==> src/rtl/irq_pkg.sv <==
// Shared definitions for the machine-level interrupt controller: register map,
// FSM state encoding and reset constants.
package irq_pkg;

  localparam logic [2:0] IRQ_ENABLE   = 3'd0;
  localparam logic [2:0] IRQ_PENDING  = 3'd1;
  localparam logic [2:0] IRQ_CLAIM    = 3'd2;
  localparam logic [2:0] IRQ_COMPLETE = 3'd3;
  localparam logic [2:0] IRQ_EDGE     = 3'd4;
  localparam logic [2:0] IRQ_MTIME    = 3'd5;
  localparam logic [2:0] IRQ_MTIMECMP = 3'd6;
  localparam logic [2:0] IRQ_PRESCALE = 3'd7;

  localparam logic [31:0] MTIMECMP_RST = 32'hFFFF_FFFF;

  typedef enum logic [1:0] {
    IDLE    = 2'd0,
    PEND    = 2'd1,
    SERVICE = 2'd2
  } irq_state_e;

endpackage

==> src/rtl/irq_timer.sv <==
// Machine timer: prescaler, free-running mtime, compare register and the
// registered active-low timer interrupt.
module irq_timer
  import irq_pkg::*;
#(
  parameter int unsigned PSW = 8
) (
  input  logic           clk,
  input  logic           rst_n,
  input  logic [2:0]     reg_addr,
  input  logic [31:0]    reg_wdata,
  input  logic           reg_we,
  output logic [31:0]    mtime,
  output logic [31:0]    mtimecmp,
  output logic [PSW-1:0] prescale,
  output logic           ti
);

  logic [PSW-1:0] psc;

  always_ff @(posedge clk or negedge rst_n) begin
    if (!rst_n) begin
      psc      <= '0;
      mtime    <= '0;
      mtimecmp <= MTIMECMP_RST;
      prescale <= '0;
      ti       <= 1'b1;
    end else begin
      ti <= ~(mtime >= mtimecmp);
      // >= rather than == so a PRESCALE write below the running count
      // does not force a full wrap of the prescaler.
      if (reg_we && reg_addr == IRQ_MTIME) begin
        mtime <= reg_wdata;
        psc   <= '0;
      end else if (psc >= prescale) begin
        mtime <= mtime + 32'd1;
        psc   <= '0;
      end else begin
        psc <= psc + 1'b1;
      end
      if (reg_we && reg_addr == IRQ_MTIMECMP) mtimecmp <= reg_wdata;
      if (reg_we && reg_addr == IRQ_PRESCALE) prescale <= reg_wdata[PSW-1:0];
    end
  end

endmodule

==> src/rtl/irq_ctrl.sv <==
// Interrupt controller top: source synchronisers, pending latches, fixed
// priority arbitration, claim/complete FSM and the register port.
module irq_ctrl
  import irq_pkg::*;
#(
  parameter int unsigned NSRC = 8,
  parameter int unsigned PSW  = 8
) (
  input  logic            clk,
  input  logic            rst_n,
  input  logic [NSRC-1:0] src_n,
  input  logic [2:0]      reg_addr,
  input  logic [31:0]     reg_wdata,
  input  logic            reg_we,
  input  logic            reg_re,
  output logic [31:0]     reg_rdata,
  output logic            ei,
  output logic            ti
);

  logic [NSRC-1:0] sync1, sync2, s, s_d;
  logic [NSRC-1:0] enable, edge_sel, pending;
  logic [NSRC-1:0] set_vec, clr_vec, cand;
  logic [4:0]      claim_id, inservice_id;
  logic            found;
  logic            claim_rd, claim_fire, complete_fire;
  logic [31:0]     rd_val;
  logic [31:0]     mtime, mtimecmp;
  logic [PSW-1:0]  prescale;
  irq_state_e      state;

  assign s    = ~sync2;
  assign cand = pending & enable;

  always_comb begin
    found    = 1'b0;
    claim_id = '0;
    for (int unsigned i = 0; i < NSRC; i++) begin
      if (!found && cand[i]) begin
        claim_id = 5'(i + 1);
        found    = 1'b1;
      end
    end
  end

  assign claim_rd      = reg_re && reg_addr == IRQ_CLAIM;
  assign claim_fire    = claim_rd && state == PEND && claim_id != '0;
  assign complete_fire = reg_we && reg_addr == IRQ_COMPLETE && state == SERVICE
                         && reg_wdata[4:0] == inservice_id;

  // The source currently in service is masked so a held level line cannot
  // re-pend until its COMPLETE has been accepted.
  always_comb begin
    set_vec = '0;
    clr_vec = '0;
    for (int unsigned i = 0; i < NSRC; i++) begin
      set_vec[i] = (edge_sel[i] ? (s[i] & ~s_d[i]) : s[i])
                   & ~(state == SERVICE && inservice_id == 5'(i + 1));
      clr_vec[i] = claim_fire && claim_id == 5'(i + 1);
    end
  end

  always_ff @(posedge clk or negedge rst_n) begin
    if (!rst_n) begin
      sync1   <= '1;
      sync2   <= '1;
      s_d     <= '0;
      pending <= '0;
    end else begin
      sync1   <= src_n;
      sync2   <= sync1;
      s_d     <= s;
      pending <= (pending & ~clr_vec) | set_vec;
    end
  end

  always_ff @(posedge clk or negedge rst_n) begin
    if (!rst_n) begin
      enable   <= '0;
      edge_sel <= '0;
    end else if (reg_we) begin
      if (reg_addr == IRQ_ENABLE) enable   <= reg_wdata[NSRC-1:0];
      if (reg_addr == IRQ_EDGE)   edge_sel <= reg_wdata[NSRC-1:0];
    end
  end

  always_ff @(posedge clk or negedge rst_n) begin
    if (!rst_n) begin
      state        <= IDLE;
      inservice_id <= '0;
      ei           <= 1'b1;
    end else begin
      ei <= ~(state == PEND);
      case (state)
        IDLE:    if (claim_id != '0) state <= PEND;
        PEND: begin
          if (claim_id == '0) begin
            state <= IDLE;
          end else if (claim_rd) begin
            state        <= SERVICE;
            inservice_id <= claim_id;
          end
        end
        SERVICE: if (complete_fire) state <= IDLE;
        default: state <= IDLE;
      endcase
    end
  end

  always_comb begin
    rd_val = '0;
    case (reg_addr)
      IRQ_ENABLE:   rd_val = 32'(enable);
      IRQ_PENDING:  rd_val = 32'(pending);
      IRQ_CLAIM:    rd_val = claim_fire ? 32'(claim_id) : '0;
      IRQ_EDGE:     rd_val = 32'(edge_sel);
      IRQ_MTIME:    rd_val = mtime;
      IRQ_MTIMECMP: rd_val = mtimecmp;
      IRQ_PRESCALE: rd_val = 32'(prescale);
      default:      rd_val = '0;
    endcase
  end

  always_ff @(posedge clk or negedge rst_n) begin
    if (!rst_n) reg_rdata <= '0;
    else if (reg_re) reg_rdata <= rd_val;
  end

  irq_timer #(.PSW(PSW)) u_timer (
    .clk       (clk),
    .rst_n     (rst_n),
    .reg_addr  (reg_addr),
    .reg_wdata (reg_wdata),
    .reg_we    (reg_we),
    .mtime     (mtime),
    .mtimecmp  (mtimecmp),
    .prescale  (prescale),
    .ti        (ti)
  );

endmodule

==> config.mk <==
export PLATFORM = sky130hd
export DESIGN_NAME = irq_ctrl
export DESIGN_NICKNAME = d
export VERILOG_FILES = /design/src/rtl/irq_pkg.sv /design/src/rtl/irq_timer.sv /design/src/rtl/irq_ctrl.sv
export SDC_FILE = /design/constraint.sdc
export NUM_CORES = 1
export LEC_CHECK = 0
export ABC_AREA = 1
export ABC_CLOCK_PERIOD_IN_PS = 2100
export CAP_MARGIN = 20
export CORE_MARGIN = 2
export CORE_UTILIZATION = 40
export DETAILED_ROUTE_END_ITERATION = 8
export GPL_TIMING_DRIVEN = 0
export SLEW_MARGIN = 20
export SYNTH_ARGS = -nofsm -noshare
export SYNTH_HDL_FRONTEND = slang
export SYNTH_HIERARCHICAL = 1
export SYNTH_SLANG_ARGS = --single-unit
==> constraint.sdc <==
create_clock -name clk -period 2.1 [get_ports clk]
set_input_delay 0.42 -clock clk [delete_from_list [all_inputs] [get_ports clk]]
set_output_delay 0.42 -clock clk [all_outputs]
set_load 0.005 [all_outputs]
---- After elaboration in Yosys (flattened, before gate mapping) ----
Cells that the tools add are included.
word-level totals
  word-level logic and storage cells ...... 170
  input port bits ......................... 47
  bits in registers ....................... 169
cells by class
  equal/unequal tests ..................... 29
  reduce and logical (&&, ||, !) cells .... 48
  bitwise gates (word level) .............. 40
  $lt $le $gt $ge ......................... 2
  multiplexer cells ....................... 34
  add/subtract/negate cells ............... 2
operator list
  kind                     number
  $pmux W32 S7             1
  $mux W32                 2
  $eq A5 B3 Y1 const B     8
  $add A32 B1 Y32 const B  1
  $ge A32 B32 Y1           1
  $logic_and A1 B1 Y1      32
  $mux W5                  5
  $eq A5 B2 Y1 const B     4
  $not A1 Y1               19
  $and A1 B1 Y1            16
  $and A8 B8 Y8            2
  $mux W1                  16
  $mux W8                  2
  $not A8 Y8               2
  $eq A3 B3 Y1 const B     4
  $mux W2                  6
  $eq A5 B1 Y1 const B     2
  $eq A5 B4 Y1 const B     2
  $add A8 B1 Y8 const B    1
  $ge A8 B8 Y1             1
  $or A8 B8 Y8             1
  $logic_not A1 Y1         7
  $eq A3 B2 Y1 const B     2
  $pmux W2 S3              1
  other kinds (14)         17

---- Logic depth before layout (Yosys ltp) ----
Gate-level depths: netlist of the first run.
  depth in word-level cells ............... 29
  depth in mapped cells ................... 11
  depth with buffers taken out ............ 11

---- Hierarchy ----
Netlist of the first run, hierarchy kept.
modules (own cells, without submodules)
  module     times used  cells each  area an instance (µm²)
  irq_timer  1           763         5456.5
  irq_ctrl   1           491         4092.7

---- Worst setup path before layout of the first run ----
No wires, ideal clock.
  path type ............................... reg2reg
  start point ............................. register u_timer.prescale[7]
  end point ............................... register u_timer.mtime[24]
  stages on the path, launching flop included .. 10
  data arrival time ....................... 1470 ps
  slack ................................... 512 ps
  period minus slack after synthesis ...... 1588 ps
  setup time .............................. 117 ps
  data required time ...................... 1983 ps
  path through ............................ dfrtp_1 > inv_1 > ha_1 > nand2_1 > o21a_1 > and2_1 > buf_2 > buf_2 > nand4_1 > nand2_1
on the way
  word-level cells in the longest chain between the ends .. 2
RTL lines
  what                          RTL line         RTL
  start, declared               irq_timer.sv:15  output logic [PSW-1:0] prescale,
  start signal, assigned        irq_timer.sv:42  if (reg_we && reg_addr == IRQ_PRESCALE) prescale <= reg_wdata[PSW-1:0];
  $ge A8 B8 Y1                  irq_timer.sv:35  end else if (psc >= prescale) begin
  $reduce_bool A2 Y1 (no line)  n/a
  end signal, assigned          irq_timer.sv:33  mtime <= reg_wdata;
  end signal, assigned          irq_timer.sv:36  mtime <= mtime + 32'd1;
  end, declared                 irq_timer.sv:13  output logic [31:0] mtime,
No other way between the ends.
A chain may end at the register's enable or synchronous reset.

---- Worst setup path in the final report of the first run ----
  start point ............................. input port reg_addr[2]
  end point ............................... register reg_rdata[31]
on the way
  word-level cells in the longest chain between the ends .. 2
  elaborated cells on any way between the ends .. 8
RTL lines
  what                                  RTL line         RTL
  start, declared                       irq_ctrl.sv:12   input logic [2:0] reg_addr,
  $eq A3 B3 Y1 (tied with other cells)  irq_ctrl.sv:112  case (reg_addr)
  $pmux W32 S7 *                        irq_ctrl.sv:112
  end signal, assigned                  irq_ctrl.sv:126  else if (reg_re) reg_rdata <= rd_val;
  end, declared                         irq_ctrl.sv:16   output logic [31:0] reg_rdata,
Mark *: on every way between the ends. The rest lies on a longest branch, timed or not.

==> results of run 1 <==
==> where the power goes <==
part | internal (mW) | leakage, nW | switching (mW)
Clock | 1.60 | 0.257 | 1.38
Combinational | 1.53 | 3.14 | 2.14
Sequential | 4.01 | 2.02 | 0.924
Total | 7.14 | 5.42 | 4.45
==> worst max-delay path, cell delays in order <==
cell and delay, ps:
clkdlybuf4s50_1 700, nand3_1 230, clkbuf_4 250, clkbuf_2 230, o21ai_0 350, nand2_1 90, nand2_1 70
==> stage by stage <==
step           total power, mW  worst slack (ps)  utilization (%)
6_report                  11.6               129             48.4
5_1_grt                   12.5             -17.3             48.4
3_5_place_dp              8.62              -413             45.9
2_1_floorplan             7.23               512                -
3_3_place_gp              8.51             -6520             45.8
4_1_cts                   11.6              42.5             48.3
==> routing by layer <==
metal	track usage, %	part of all wire (%)	vias to the layer above
met3	4.25	4.9	28
met5	0	0	-
met4	6.31	1.5	0
met2	35.0	44	200
li1	-	-	4219
met1	33.2	49	4028
==> cells in the final DEF, fill, tap and decap left out, drive strengths merged, types with 3 or more instances in the layout <==
cell,netlist,routed
dfstp,50,50
a22oi,4,4
o21bai,3,3
xnor2,3,3
dfrtp,118,118
o21ai,123,123
nand4,33,33
a221o,5,5
and2,3,3
clkinv,2,4
clkdlybuf4s50,0,78
xor2,8,8
a21oi,32,32
a31oi,4,4
nor3,8,8
clkbuf,22,45
inv,183,187
clkinvlp,0,4
nor2,76,76
ha,42,42
buf,19,20
a21o,4,4
a22o,3,3
nand2,419,419
nand3b,7,7
nand3,70,70
==> cell type report <==
type / count / area [um2] / share of cell area (%)
inverters: 185 / 694 / 6.12
clock buffers: 22 / 464 / 4.09
well taps: 319 / 399 / 3.52
plain buffers: 41 / 198 / 1.74
repair buffers: 81 / 836 / 7.36
flip-flops and latches: 168 / 4270 / 37.6
clock inverters: 10 / 87.6 / 0.771
multi-input cells: 860 / 4410 / 38.8
==> cells by family (layout without fill, tap and decap cells) <==
kind of cell	after synthesis	after routing	synth area share, %
xor gates and xnor gates	11	11	1.01
and+or+nand+nor	618	618	28.3
adders and majority gates	42	42	5.50
AOI/OAI and AO/OA	189	189	11.2
buffers and inverters	226	339	9.30
DFF	168	168	44.7
==> what timing repair did <==
action / CTS / global route
setup endpoints to repair: 0 / 16
resized for setup: 0 / 6
buffers inserted: 0 / 0
hold endpoints to repair: 0 / 0
==> state kept, by name (all words and copies together) (netlist names), 2 cells and up <==
signal / count
state: 2
u_timer/psc: 8
edge_sel: 8
sync2: 8
inservice_id: 4
pending: 8
enable: 8
u_timer/mtimecmp: 32
s_d: 8
u_timer/mtime: 32
sync1: 8
reg_rdata: 32
u_timer/prescale: 8
==> path summary, 6_finish.rpt <==
path                       cells after the start                startpoint                          endpoint  slack, ps
max in group asynchronous                      2                     rst_n  u_timer/mtimecmp[29]$_DFFE_PN1P_       1200
min reg2reg                                    0        sync1[4]$_DFF_PN1_                sync2[4]$_DFF_PN1_        350
min                                            1                     rst_n         reg_rdata[14]$_DFFE_PN0P_        -10
max                                            7               reg_addr[2]         reg_rdata[31]$_DFFE_PN0P_        130
min in group clk                               0        sync1[4]$_DFF_PN1_                sync2[4]$_DFF_PN1_        350
max reg2reg                                    8  u_timer/psc[6]$_DFF_PN0_     u_timer/mtime[15]$_DFFE_PN0P_        150
==> flow_summary.json, run 1 <==
{
  "relSlewSlack_pct": 52.7,
  "path_class": "input port to register",
  "dp_cells": 1654,
  "die_area_um2": 25100,
  "port_buffers": 80,
  "drive_above_1_share_pct": 10.2,
  "yosysWarnings": 6,
  "wl_um": 27500,
  "whs_ps": -12.5,
  "synth_cell_types": 48,
  "rsz0062_at_grt": "true",
  "yosysTopAreaCellShare_pct": 30.9,
  "postPlaceCellArea_um2": 10800,
  "netlist_instances": 1254,
  "gr-total-overflow": 0,
  "synth_edf_count": 0,
  "grt_start_max_net_pins": 88,
  "dpl.hpwl_um": 20900,
  "cp-end-kind": "register",
  "drt_iter0_drc": 646,
  "dr.pass1.iters": 5,
  "dieWidth_um": 159,
  "leakagePower_nw": 5.42,
  "rows": 56,
  "setup_viol": 0,
  "synth_area_um2": 9550,
  "fmax_mhz": 507,
  "track_usage_pct": 22.9,
  "cts.sinks": 168,
  "status": "complete, but fails checks",
  "fillers": 2346,
  "irDropWorstVdd_v": 0.000504,
  "stdcell_count": 1686,
  "grt_pass1_vias": 7963,
  "hold_viol": 7,
  "ys_seq_area_share_pct": 44.7,
  "gp_congestion": 0.932,
  "synth_area_leaders": "dfrtp_1 (31%), nand2_1 (16%), dfstp_2 (14%)",
  "post-route-period-util_pct": 93.9,
  "insertion_delay_ps": 430,
  "vias": 8475,
  "skew_ps": 13.0,
  "via_per_inst": 5.03,
  "cts_hold_buffers": 0,
  "drc": 0,
  "worst_slew_pin_slew_ps": 701,
  "start_kind": "input port",
  "cts_tree": "built",
  "core_um2": 23500,
  "cts-root-buf": "clkbuf_16",
  "yosysTopAreaCell": "dfrtp_1",
  "p_per_area_nw_per_um2": 1020,
  "antenna_cells": 0,
  "die_h_um": 159,
  "layout.nets": 1443,
  "synth.most_common_cell": "nand2_1",
  "synth_nets": 1343,
  "clk_pin_slew_ps": 70,
  "start_util_pct": 40.7,
  "async_flop_share_pct": 100,
  "cts.htree.levels": 4,
  "drv_slew": 0,
  "area_delta_synth_final_pct": 18.9,
  "hold_path.class": "input port to async pin",
  "crit_required_ps": 2470,
  "clock_path_buffers": 2,
  "finalInstanceArea_um2": 11400,
  "min_period_ps": 1970,
  "avgSynthCellArea_um2": 7.61,
  "crit_arrival_ps": 2340,
  "synth_ff_type": "dfrtp_1",
  "grt_first_pass_wirelength_um": 43800,
  "violations": "hold timing",
  "synth-seq-cells": 168,
  "post_drt_wl_per_cell_um": 16.3,
  "cap_violations": 0,
  "path_max_fanout": 10,
  "finalSetupTns_ps": 0,
  "antenna_found_initial": 0,
  "ys_top_cells_by_count": "nand2_1 (410), inv_1 (179), dfrtp_1 (118), o21ai_0 (111), nand3_1 (67)",
  "io-pin-count": 81,
  "numCtsBuffers": 17,
  "postRouteAntennaNets": 0
}
(Power assumes the default switching activity.)
==> run 2: changes to the inputs <==
Settings changed: ABC_CLOCK_PERIOD_IN_PS 2100 to 2400, DONT_BUFFER_PORTS set to 1.
Clock period 2.1 ns to 2.4 ns, I/O delays scaled along.
==> run 2 against run 1 <==
Compared with the run above: the run still ends with hold timing left; utilization is 3.7 points lower; sequential power shrank 12%; clock skew down 2.4 ps; count of clock-buffer cells in the layout shrank 2; combinational power is 21% lower; final cell count down 4.8%; wire length down 2.2%; die area did not move; cell area shrank 7.6%; sequential share of layout area rose by 3.1 points; via count shrank 2.7%; non-clock buffer count shrank 81; critical path type is now register to register; largest cell class unchanged; largest power group unchanged.
==> flow_summary.json, run 2 (synthesis gave the netlist of run 1 again) <==
{
  "drc": 0,
  "fin_util_pct": 44.7,
  "finalInstanceArea_um2": 10500,
  "crit_required_ps": 2780,
  "area_delta_synth_final_pct": 9.88,
  "critical_path.top_delay_family": "simple AND/OR/NAND/NOR gates",
  "dpl.hpwl_um": 20300,
  "path_max_fanout": 10,
  "via_per_inst": 5.14,
  "whs_ps": -246,
  "top_regs": "reg_rdata x32, u_timer/mtime x32, u_timer/mtimecmp x32",
  "irDropWorstVdd_v": 0.000445,
  "finalSetupTns_ps": 0,
  "core_um2": 23500,
  "relSlewSlack_pct": 55.0,
  "drt_iter0_drc": 745,
  "cp_num_cells": 9,
  "post-route-period-util_pct": 82.6,
  "numCtsBuffers": 17,
  "cp-end-kind": "register",
  "rows": 56,
  "leakagePower_nw": 5.11,
  "rsz0062_at_grt": "false",
  "dr.pass1.iters": 5,
  "track_usage_pct": 22.6,
  "cts_resized": 0,
  "min_period_ps": 1980,
  "cts_setup_buffers": 0,
  "final_cell_mix": "nand2_1 (410), inv_1 (179), dfrtp_1 (118)",
  "post_drt_wl_per_cell_um": 16.7,
  "path_class": "register to register",
  "cts_tree": "built",
  "endpoint": "u_timer/mtime[11]$_DFFE_PN0P_",
  "reg2reg_depth": 9,
  "clock_path_buffers": 2,
  "antenna_found_initial": 0,
  "cts.htree.levels": 4,
  "crit_start": "u_timer/prescale[7]$_DFFE_PN0P_",
  "drive_above_1_share_pct": 10.7,
  "die_area_um2": 25100,
  "grt_start_max_net_pins": 169,
  "start_util_pct": 40.7,
  "status": "complete, but fails checks",
  "worst_slew_pin_slew_ps": 667,
  "layout.nets": 1362,
  "fmax_mhz": 505,
  "drv_slew": 0,
  "cts.sinks": 168,
  "postRouteAntennaNets": 0,
  "vias": 8246,
  "rrSetupSlack_ps": 420,
  "violations": "hold timing",
  "skew_ps": 10.6,
  "gp_congestion": 0.949,
  "layout_commonest_cell": "nand2_1",
  "io-pin-count": 81,
  "path_buf_inv": 2,
  "setup_viol": 0,
  "die_h_um": 159,
  "p_per_area_nw_per_um2": 938,
  "clk_pin_slew_ps": 70,
  "regToRegStartpoint": "u_timer/prescale[7]$_DFFE_PN0P_",
  "antenna_cells": 0,
  "port_buffers": 0,
  "dieWidth_um": 159,
  "timing.rr.end": "u_timer/mtime[11]$_DFFE_PN0P_",
  "gr-total-overflow": 0,
  "crit_arrival_ps": 2360,
  "wl_um": 26900,
  "grt_first_pass_wirelength_um": 43300,
  "postPlaceCellArea_um2": 9950,
  "crit_slowest_cell": "dfrtp_1",
  "cpPeakStageDelay_ps": 380,
  "start_kind": "register",
  "hold_viol": 143,
  "cts-root-buf": "clkbuf_16",
  "cap_violations": 0,
  "hold_path.class": "input port to async pin",
  "path_cells": "inv_1, ha_1, nand2_1, nor2_2, nand4_2, nand4_2, buf_2, nand3_1, nand2_1",
  "insertion_delay_ps": 440,
  "grt_pass1_vias": 7953
}
run 2: cell count changes in the layout (fill, tap and decap cells not counted), moves of 2 or more:
cell             change
clkbuf_8             -2
clkinvlp_4           -4
inv_4                +3
inv_8                -2
clkdlybuf4s50_1     -78
inv_6                +2
clkinv_2             +3
run 2: per-stage QoR:
step           hold WS (ps)  worst slack (ps)  power (mW)  std cells
6_report               -246               419        9.84       1605
5_1_grt                -271               276        10.6       1605
4_1_cts                -290               438        9.87       1605
3_5_place_dp            191               461        7.24       1573
3_3_place_gp            189               494        7.14       1573
2_1_floorplan           184               812        6.32       1254
run 2: cell type report:
type | instances | area, um2
Clock buffer | 20 | 458
Clock inverter | 12 | 86.3
Tap cell | 319 | 399
Multi-Input combinational cell | 860 | 4390
Inverter | 185 | 694
Fill cell | 2376 | 13000
Buffer | 41 | 194
Sequential cell | 168 | 4270
run 2: power by group:
part           leakage, nW  total [mW]  switching [mW]  internal, mW
Sequential            2.02        4.33           0.823          3.51
Combinational         2.81        2.91            1.77          1.14
Clock                0.276        2.60            1.20          1.40
run 2: worst min-delay path by stage:
stage	cells past startpoint	end	slack, ps	startpoint
3_3_place_gp	0	reg_rdata[14]$_DFFE_PN0P_	190	rst_n
6_report	0	s_d[1]$_DFF_PN0_	-250	rst_n
3_5_place_dp	0	reg_rdata[11]$_DFFE_PN0P_	190	rst_n
2_1_floorplan	0	edge_sel[0]$_DFFE_PN0P_	180	rst_n
5_1_grt	0	inservice_id[0]$_DFFE_PN0P_	-270	rst_n
4_1_cts	0	reg_rdata[11]$_DFFE_PN0P_	-290	rst_n
run 2: per-layer routing:
metal	GRT usage, %	routed length [um]
met5	0	0
met1	32.8	13000
met4	6.39	528
met2	34.6	11800
met3	4.38	1560
==> variant 1 (config.mk and constraints of run 2) <==
The 3 states of `irq_state_e` get a one-hot encoding in 3 bits.
--- a/src/rtl/irq_pkg.sv
+++ b/src/rtl/irq_pkg.sv
@@ -13,10 +13,10 @@
 
   localparam logic [31:0] MTIMECMP_RST = 32'hFFFF_FFFF;
 
-  typedef enum logic [1:0] {
-    IDLE    = 2'd0,
-    PEND    = 2'd1,
-    SERVICE = 2'd2
+  typedef enum logic [2:0] {
+    IDLE    = 3'b001,
+    PEND    = 3'b010,
+    SERVICE = 3'b100
   } irq_state_e;
 
 endpackage
Check against the original RTL: no difference found for any inputs over 4 cycles, from zero or initial values and one cycle with rst_n low; so few cycles prove little.
==> variant 1 against run 2 <==
The run still ends with negative hold slack left; worst setup slack better by 40 ps; sequential cell count up 1; cell area up 0.18%; combinational power about the same; total power down 0.11%; synthesized cell count up 0.96%; routed wire length up 0.30%; synthesized area up 0.24%; highest routed layer unchanged.
==> variant 1: results <==
metrics = {
    "outcome": {
        "outcome": "finished with violations",
        "violations": "negative hold slack",
    },
    "clock_network": {
        "clock_path_buffers": 2,
        "cts.repair.resized": 0,
        "clkTransAtPathRegs_ps": 70,
        "clock_insertion_delay_worst_skew_ps": 440,
        "htree_levels": 4,
        "cts-root-buf": "clkbuf_16",
        "post-cts-setup-buffer-count": 0,
        "numCtsBuffers": 17,
    },
    "grt": {
        "use_met1_pct": 32.3,
        "grt_pass1_wl_mm": 42.6,
        "grt_pass1_vias": 7892,
        "grt_max_degree": 170,
        "use_met3_pct": 4.71,
        "grt_use_met2_pct": 33.5,
        "grt.total_usage_pct": 22.3,
        "antenna_found_initial": 0,
    },
    "final_layout": {
        "fin_util_pct": 44.8,
        "fin_cells": 1617,
        "drive_gt1_share_pct": 10.0,
        "largestRegisters": "reg_rdata x32, u_timer/mtime x32, u_timer/mtimecmp x32",
        "fillers": 2355,
        "antenna_cells": 0,
        "fin_nets": 1374,
    },
    "routing": {
        "first_iter_violations": 786,
        "drt_first_pass_iters": 6,
        "vias": 8321,
        "wl_per_cell_um": 16.7,
        "met3_length_mm": 1.81,
        "met2RoutedLength_mm": 11.8,
        "highest_layer": "met4",
        "routedLengthMet1_mm": 12.9,
    },
    "sta": {
        "fin_skew_ps": 18.5,
        "slew_headroom_pct": 42.0,
        "hold_viol_final": 161,
        "whs_ps": -253,
        "fin_ws_ps": 459,
    },
    "synth": {
        "yosys.area_share.adder_pct": 5.49,
        "avgSynthCellArea_um2": 7.56,
        "synth-seq-area-share_pct": 44.8,
        "yosysUniqueCellTypes": 44,
        "synth_xor_area_share_pct": 1.01,
        "synth.area.top_cells": "dfrtp_1, nand2_1, dfstp_2, inv_1, o21ai_0",
        "syn-num-nets": 1355,
        "synth.top_cells.by_count": "nand2_1, inv_1, dfrtp_1",
        "synth-compound-area-share_pct": 11.1,
        "async_flop_share_pct": 100,
    },
    "worst_setup_path": {
        "crit_fanout": 10,
        "cp_top_family": "simple AND/OR/NAND/NOR gates",
        "slowest_stage": "dfrtp_1",
        "critPathMaxStageDelay_ps": 380,
        "worstPathArrival_ps": 2310,
    },
    "min_path": {
        "hold_class": "primary input to async pin",
    },
    "power_and_ir_drop": {
        "vdd_drop_max_mv": 0.612,
        "p_leak_nw": 5.11,
    },
    "place": {
        "hpwl_mm": 19.9,
        "place_area_um2": 9970,
        "gp_congestion": 0.929,
        "io_buffers": 0,
    },
}
-- variant 1: cell count changes after synthesis, sizes merged, moves of 3 or more --
cell and change:
nand4 +3, a221o -5, a21oi +6, o21ai +5
nor2 -3
-- variant 1: final cells by class --
type                    count  share of cell area, %
plain buffers              39                   1.73
clock buffers              21                   4.29
clock inverters            11                  0.857
inverters                 187                   6.68
multi-input cells         871                   41.8
flip-flops and latches    169                   40.8
well taps                 319                   3.80
-- variant 1: worst paths after layout --
path                                startpoint              endpoint
max                        u_timer/prescale[7]     u_timer/mtime[12]
min                                      rst_n          reg_rdata[5]
max reg2reg                u_timer/prescale[7]     u_timer/mtime[12]
min reg2reg                           sync1[2]              sync2[2]
max in group asynchronous                rst_n  u_timer/mtimecmp[31]
min in group clk                      src_n[1]              sync1[1]
-- variant 1: power by group --
part / total [W] / leakage, nW / internal, W / switching [W]
combinational: 0.00292 / 2.82 / 0.00114 / 0.00178
sequential: 0.00433 / 2.03 / 0.00354 / 0.000794
clock: 0.00258 / 0.253 / 0.00137 / 0.00121
==> variant 2 (settings of run 2) <==
Made on the original files. `PSW` is set to 8 in 2 places; all go to 9.
--- a/src/rtl/irq_timer.sv
+++ b/src/rtl/irq_timer.sv
@@ -3,7 +3,7 @@
 module irq_timer
   import irq_pkg::*;
 #(
-  parameter int unsigned PSW = 8
+  parameter int unsigned PSW = 9
 ) (
   input  logic           clk,
   input  logic           rst_n,
--- a/src/rtl/irq_ctrl.sv
+++ b/src/rtl/irq_ctrl.sv
@@ -4,7 +4,7 @@
   import irq_pkg::*;
 #(
   parameter int unsigned NSRC = 8,
-  parameter int unsigned PSW  = 8
+  parameter int unsigned PSW  = 9
 ) (
   input  logic            clk,
   input  logic            rst_n,
Behaviour: not the same (Yosys sat finds a counterexample within 4 cycles, from zero or initial values and one cycle with rst_n low).
==> variant 2 against run 2 <==
The run still ends with negative hold slack left; first-iteration DRC count grew 20%; largest cell class unchanged; cell area is 0.86% higher; cell count grew 2.8%; synthesized area grew 0.58%; via count grew 0.28%; routed wire length rose by 0.46%; worst setup slack worse by 58 ps; clock skew grew 3.0 ps; non-clock buffer count shrank 6; sequential cell count grew 2; clock power up 5%; core utilization rose by 0.25 points; critical endpoint is now u_timer/mtime[24]; hold slack got worse by 24 ps; total power down 0.93%.
==> variant 2: results <==
metrics = {
    "outcome": {
        "outcome": "finished with violations",
        "violations": "negative hold slack",
    },
    "synth": {
        "yosysUniqueCellTypes": 50,
        "synthCells": 1299,
        "synth.top_cells.by_count": "nand2_1, inv_1, dfrtp_1",
    },
    "worst_setup_path": {
        "critPathMaxStageDelay_ps": 440,
        "rr_worst_depth": 12,
        "setup.reg_to_reg.worst_slack_ps": 360,
        "cp-endpoint": "u_timer/mtime[24]",
    },
    "clock_network": {
        "clock-sinks": 170,
    },
    "final_layout": {
        "seqCellArea_um2": 4320,
        "fin_util_pct": 45.0,
        "nMultiInputCombCells": 903,
        "fillers": 2428,
        "final-clk-cell-share_pct": 5.47,
        "multi_input_area_share_pct": 41.4,
        "fin_cells": 1650,
        "nNonClkBuffers": 35,
    },
    "routing": {
        "drt_first_pass_iters": 7,
        "first_iter_violations": 892,
    },
    "power_and_ir_drop": {
        "seq_power_share_pct": 44.7,
    },
    "place": {
        "dp_cells": 1618,
        "place_area_um2": 10000,
        "hpwl_mm": 20.6,
    },
    "sta": {
        "worstMarginPinSlew_ps": 506,
        "fmax_ghz": 0.490,
        "whs_ps": -270,
        "hold_viol_final": 170,
        "fin_skew_ps": 13.6,
    },
    "floorplanning": {
        "die_area_um2": 25300,
    },
}
## variant 2: cell count changes after synthesis, moves of 4 or more
cell,delta
o21ai_0,-19
a21oi_1,+21
nand4_1,-20
nor2_4,-4
buf_4,+4
nor2_1,+43
o21ai_2,-5
inv_1,+4
nand2_1,+37
clkbuf_1,-4
## variant 2: cell families after synthesis
| family | count (synthesis) | share of synthesized area (%) |
|---|---|---|
| flops | 170 | 44.9 |
| buf+inv | 226 | 9.46 |
| simple gates | 664 | 28.5 |
| compound gates | 189 | 10.9 |
| fa+ha+maj | 43 | 5.60 |
| xor+xnor | 7 | 0.638 |
## variant 2: metal layers
layer	track usage [%]	share of wire, %	up-vias
met3	4.22	5.8	38
met1	32.2	48	3856
met2	32.6	43	237
met4	7.89	2.5	0
met5	0	0	-
li1	-	-	4138
